File: src/rtl/dl_detect_pkg.sv
// Shared types for the per-process deadlock detector: token FSM encoding and
// a helper that pulls one neighbour's dependency set out of the packed bus.
package dl_detect_pkg;

  // Upper bounds of the helper's fixed-width view of the packed data.
  localparam int DL_MAX_PROC = 64;
  localparam int DL_MAX_DEP  = 16;
  localparam int DL_DATA_W   = DL_MAX_PROC * DL_MAX_DEP;

  typedef enum logic [1:0] {
    ST_IDLE = 2'd0,
    ST_HOLD = 2'd1,
    ST_WAIT = 2'd2
  } tok_state_e;

  function automatic logic [DL_MAX_PROC-1:0] dep_slice(
    input logic [DL_DATA_W-1:0] data,
    input int                   proc_num,
    input int                   idx
  );
    return DL_MAX_PROC'(data >> (idx * proc_num));
  endfunction

endpackage

File: src/rtl/dl_token_select.sv
// Lowest-index one-hot picker: selects which blocked neighbour receives the token.
module dl_token_select #(
  parameter int DEP_NUM = 2
) (
  input  logic [DEP_NUM-1:0] req,
  output logic [DEP_NUM-1:0] grant
);

  logic found;

  // NOTE: every always_comb output gets a default first so no path leaves it unassigned (no latch).
  always_comb begin
    grant = '0;
    found = 1'b0;
    for (int i = 0; i < DEP_NUM; i++) begin
      if (req[i] && !found) begin
        grant[i] = 1'b1;
        found    = 1'b1;
      end
    end
  end

endmodule

File: src/rtl/dl_proc_detect_unit.sv
// Per-process deadlock detector: propagates dependency sets, flags cycle membership
// and relays the report token. Optional input debounce under DL_STABLE_FILTER_EN.
module dl_proc_detect_unit
  import dl_detect_pkg::*;
#(
  parameter int PROC_NUM      = 4,
  parameter int PROC_ID       = 0,
  parameter int DEP_NUM       = 2,
  parameter int STABLE_CYCLES = 8
) (
  input  logic                        dl_reset,
  input  logic                        dl_clock,
  input  logic [DEP_NUM-1:0]          proc_dep_vld_vec,
  input  logic [DEP_NUM-1:0]          in_dep_vld_vec,
  input  logic [DEP_NUM*PROC_NUM-1:0] in_dep_data_vec,
  input  logic [DEP_NUM-1:0]          token_in_vec,
  input  logic                        dl_detect_in,
  input  logic [PROC_NUM-1:0]         origin,
  input  logic                        token_clear,
  output logic                        out_dep_vld,
  output logic [PROC_NUM-1:0]         out_dep_data,
  output logic [DEP_NUM-1:0]          token_out_vec,
  output logic                        dl_detect_out
);

  localparam logic [PROC_NUM-1:0] SELF_MASK = PROC_NUM'(1) << PROC_ID;

  logic [DEP_NUM-1:0]  dep_vld;
  logic [PROC_NUM-1:0] slice [DEP_NUM];
  logic [DEP_NUM-1:0]  blk;
  logic [DEP_NUM-1:0]  hit;
  logic [DEP_NUM-1:0]  token_pick;
  logic [DEP_NUM-1:0]  token_d;
  logic [PROC_NUM-1:0] dep_union;
  logic                cyc_hit;
  logic                cyc_hit_q;
  logic                token_start;
  logic                in_hold;
  tok_state_e          state_q;
  tok_state_e          state_d;

`ifdef DL_STABLE_FILTER_EN
  localparam int CNT_W = $clog2(STABLE_CYCLES + 1);

  // A dependency counts only once it has been held for STABLE_CYCLES straight cycles.
  for (genvar i = 0; i < DEP_NUM; i++) begin : g_filter
    logic [CNT_W-1:0] cnt;

    always_ff @(posedge dl_clock or negedge dl_reset) begin
      if (!dl_reset)                              cnt <= '0;
      else if (!proc_dep_vld_vec[i])              cnt <= '0;
      else if (cnt != CNT_W'(STABLE_CYCLES))      cnt <= cnt + CNT_W'(1);
    end

    assign dep_vld[i] = (cnt == CNT_W'(STABLE_CYCLES));
  end
`else
  assign dep_vld = proc_dep_vld_vec;
`endif

  for (genvar i = 0; i < DEP_NUM; i++) begin : g_dep
    assign slice[i] = PROC_NUM'(dep_slice(DL_DATA_W'(in_dep_data_vec), PROC_NUM, i));
    assign blk[i]   = dep_vld[i] & in_dep_vld_vec[i];
    assign hit[i]   = blk[i] & (|(slice[i] & SELF_MASK));
  end

  always_comb begin
    dep_union = '0;
    for (int i = 0; i < DEP_NUM; i++) begin
      if (blk[i]) dep_union = dep_union | slice[i];
    end
  end

  assign cyc_hit = |hit;

  // NOTE: sequential state uses non-blocking assignments with an asynchronous active-low clear.
  always_ff @(posedge dl_clock or negedge dl_reset) begin
    if (!dl_reset) begin
      out_dep_vld  <= 1'b0;
      out_dep_data <= '0;
      cyc_hit_q    <= 1'b0;
    end else begin
      out_dep_vld  <= |dep_vld;
      out_dep_data <= (|dep_vld) ? (SELF_MASK | dep_union) : '0;
      cyc_hit_q    <= cyc_hit;
    end
  end

  dl_token_select #(
    .DEP_NUM (DEP_NUM)
  ) u_token_select (
    .req   (hit),
    .grant (token_pick)
  );

  // Any token_in bit, or origin naming this process, starts a hold.
  assign token_start = dl_detect_in & ((|(origin & SELF_MASK)) | (|token_in_vec));

  always_ff @(posedge dl_clock or negedge dl_reset) begin
    if (!dl_reset) state_q <= ST_IDLE;
    else           state_q <= state_d;
  end

  always_comb begin
    state_d = state_q;
    if (token_clear) begin
      state_d = ST_IDLE;
    end else begin
      unique case (state_q)
        ST_IDLE: if (token_start) state_d = ST_HOLD;
        ST_HOLD: state_d = dl_detect_in ? ST_WAIT : ST_IDLE;
        ST_WAIT: if (!dl_detect_in) state_d = ST_IDLE;
        default: state_d = ST_IDLE;
      endcase
    end
  end

  always_comb begin
    in_hold = (state_q == ST_HOLD);
    token_d = (in_hold && state_d == ST_WAIT) ? token_pick : '0;
  end

  // Token is passed on the single HOLD->WAIT edge, so it is high for one cycle only.
  always_ff @(posedge dl_clock or negedge dl_reset) begin
    if (!dl_reset) token_out_vec <= '0;
    else           token_out_vec <= token_d;
  end

  assign dl_detect_out = dl_detect_in ? in_hold : cyc_hit_q;

endmodule

File: config.mk
export PLATFORM = sky130hd
export DESIGN_NAME = dl_proc_detect_unit
export DESIGN_NICKNAME = d
export VERILOG_FILES = /design/src/rtl/dl_detect_pkg.sv /design/src/rtl/dl_token_select.sv /design/src/rtl/dl_proc_detect_unit.sv
export SDC_FILE = /design/constraint.sdc
export NUM_CORES = 1
export LEC_CHECK = 0
export CAP_MARGIN = 20
export CELL_PAD_IN_SITES_DETAIL_PLACEMENT = 1
export CELL_PAD_IN_SITES_GLOBAL_PLACEMENT = 1
export CORE_UTILIZATION = 24
export DETAILED_ROUTE_END_ITERATION = 10
export PLACE_DENSITY_LB_ADDON = 0.1
export SLEW_MARGIN = 15
export SYNTH_ARGS = -nofsm -noshare
export SYNTH_HDL_FRONTEND = slang
export SYNTH_HIERARCHICAL = 1
export SYNTH_SLANG_ARGS = --single-unit
export TNS_END_PERCENT = 10
File: constraint.sdc
create_clock -name dl_clock -period 3 [get_ports dl_clock]
set_clock_uncertainty 0.15 [all_clocks]
set_input_delay 0.6 -clock dl_clock [delete_from_list [all_inputs] [get_ports dl_clock]]
set_output_delay 0.6 -clock dl_clock [all_outputs]
set_load 0.05 [all_outputs]
==> impl_metrics.py <==
metrics = {
    "logic_synthesis": {
        "ys_types": 16,
        "syn_area_um2": 399.1,
        "synth.net_count": 52,
        "synth-seq-cells": 9,
        "yosys.area.top_type": "dfrtp_1",
        "synth-async-reset-ratio_pct": 100.0,
        "synth_top_area_share_pct": 56.43,
        "yosysSeqAreaShare_pct": 56.43,
        "syn_avg_cell_area_um2": 13.30,
        "synth_edf_count": 0,
        "synthTopCellsByCount": "dfrtp_1, a32o_1, and3_1",
        "synth_flop_cell": "dfrtp_1",
        "synth_area_leaders": "dfrtp_1, a32o_1, nor2b_4",
        "yosysMostFrequentCell": "dfrtp_1",
        "syn-instance-count": 30,
        "yosys_warnings": 6,
    },
    "routing": {
        "vias_per_cell": 4.581,
        "drt-total-wl_um": 907,
        "antenna_left": 0,
        "vias": 339,
        "drtIter0Drc": 3,
        "drc": 0,
        "wl_per_cell_um": 12.26,
        "dr.pass1.iters": 4,
    },
    "pwr": {
        "power_leakage_nw": 0.3010,
        "power_density_nw_per_um2": 420.8,
        "peakVddDrop_v": 0.0001448,
    },
    "die": {
        "start_util_pct": 26.19,
        "ioPinCount": 30,
        "rows": 14,
        "coreArea_um2": 1524,
        "fp.dieW_um": 42.78,
        "die_area_um2": 1830,
        "die_h_um": 42.78,
    },
    "setup_path": {
        "worst-path-buf-inv": 2,
        "worst_setup_path_start_kind": "input port",
        "cp_top_family": "buffers and inverters",
        "rr_startpoint": "state_q[0]",
        "max_stage_delay_ns": 0.51,
        "crit_path_end": "dl_detect_out",
        "reg2reg_slack_ns": 2.01,
        "cp_max_fo": 3,
        "crit_cells": 3,
        "cp-startpoint": "dl_detect_in",
        "crit_arrival_ns": 1.61,
        "critPathCaptureType": "output port",
        "r2r_cells": 2,
        "r2r_end": "token_out_vec[0]",
        "worstPathCellList": "clkdlybuf4s50_1, mux2_4, buf_4",
        "critical_path_class": "input port to output port",
        "worstPathRequired_ns": 2.25,
        "critPathSlowestCell": "clkdlybuf4s50_1",
    },
    "hold_path": {
        "hp-start": "state_q[0]",
        "min_path_type": "register to register",
    },
    "timing": {
        "final_hold_viol_count": 0,
        "rsz0062_at_grt": "no",
        "worstMarginPinSlew_ns": 0.4964,
        "fmax_ghz": 0.4243,
        "setup_viol": 0,
        "report.final.slew_viol_count": 0,
        "min_period_ns": 2.357,
        "fin_crit_sh_pct": 78.56,
        "slew-limit-headroom_pct": 66.81,
        "setup_slack_ns": 0.6432,
        "fin_setup_tns_ns": 0,
        "holdWs_ns": 0.3478,
    },
    "placed_design": {
        "dp_slack_ns": 0.6400,
        "gp_congestion": 0.6450,
        "hpwl_um": 803,
        "io_buffers": 26,
        "place_inst": 70,
    },
    "clock_tree": {
        "cts_resized": 0,
        "clkTransAtPathRegs_ns": 0.06,
        "cts_tree": "built",
        "cts_root_buffer": "clkbuf_4",
        "htreeDepth": 1,
        "cts_buffers": 3,
        "clk_latency_ns": 0.25,
        "cts.sinks": 9,
        "hold_buffers": 0,
        "clockBufferDepth": 2,
        "postCtsSetupBuffers": 0,
    },
    "layout": {
        "area_growth_pct": 72.41,
        "n_antenna_cell": 0,
        "drive_above_1_share_pct": 15.52,
        "final_util_pct": 45.16,
        "final_nets": 81,
        "fin_cells": 74,
    },
    "global_route": {
        "antenna_found_initial": 0,
        "grt.total_usage_pct": 10.62,
        "overflow": 0,
        "grt_pass1_wl_um": 1414,
        "grt_max_degree": 10,
        "grt_pass1_vias": 353,
    },
    "run_status": {
        "status": "completed",
    },
    "job": {
        "maxCapViolCount": 0,
    },
}
state kept, by name (all words and copies together), names as in the netlist:
name / cells
out_dep_data: 4
state_q: 2
token_out_vec: 2
cyc_hit_q: 1
placed cells by master (no fill, tap or decap):
| cell | instances |
|---|---|
| mux2_4 | 1 |
| clkbuf_4 | 3 |
| nor3_1 | 1 |
| nor2_1 | 1 |
| xnor2_1 | 1 |
| clkdlybuf4s50_1 | 25 |
| clkbuf_1 | 1 |
| or2_2 | 1 |
| a32o_1 | 3 |
| and2b_1 | 1 |
| nand2b_1 | 1 |
| nor4_1 | 1 |
| and3_1 | 3 |
| and2_1 | 1 |
| or2_1 | 1 |
| buf_4 | 1 |
| dfrtp_1 | 9 |
| nor2b_4 | 2 |
| and3_4 | 1 |
worst reg2reg max path, cell delays in order, from the launching register on:
cell and delay, ns:
dfrtp_1 0.41, nor2b_4 0.15, and3_1 0.18
metal layers:
layer / track usage [%] / vias up / wire, µm
met5: 0 / - / 0
met4: 5.625 / 0 / 0
met3: 2.553 / 0 / 53
met2: 18.79 / 17 / 490
met1: 11.47 / 161 / 363
li1: - / 161 / -
through the flow:
| stage | power (mW) | cell area (µm²) |
|---|---|---|
| after floorplan | 0.1667 | 399.1 |
| after global placement | 0.2037 | 661.9 |
| after detailed placement | 0.2058 | 661.9 |
| after CTS | 0.2963 | 688.2 |
| after global routing | 0.3084 | 688.2 |
| final | 0.2896 | 688.2 |
worst min-delay path by stage:
stage | endpoint | depth (start not counted)
after floorplan | cyc_hit_q | 0
after global placement | state_q[0] | 1
after detailed placement | state_q[0] | 1
after CTS | state_q[0] | 1
after global routing | state_q[0] | 1
final | state_q[0] | 1
area by class of cell:
| class | count | area, µm² |
|---|---|---|
| Fill cell | 167 | 835.8 |
| Timing Repair Buffer | 26 | 257.7 |
| Sequential cell | 9 | 225.2 |
| Multi-Input combinational cell | 19 | 158.9 |
| Clock buffer | 4 | 26.28 |
| Tap cell | 16 | 20.02 |
power by group:
group | switching (mW) | internal (mW) | total [mW]
clock | 0.0359 | 0.0508 | 0.0867
sequential | 0.00273 | 0.127 | 0.130
combinational | 0.0341 | 0.0389 | 0.0730
total | 0.0728 | 0.217 | 0.290
logic make-up after synthesis:
kind of cell,share of synthesized area (%)
AOI/OAI and AO/OA,7.524
xor gates and xnor gates,2.195
buffers and inverters,3.761
DFF,56.43
muxes,3.761
and+or+nand+nor,26.34
(Power assumes the default switching activity.)
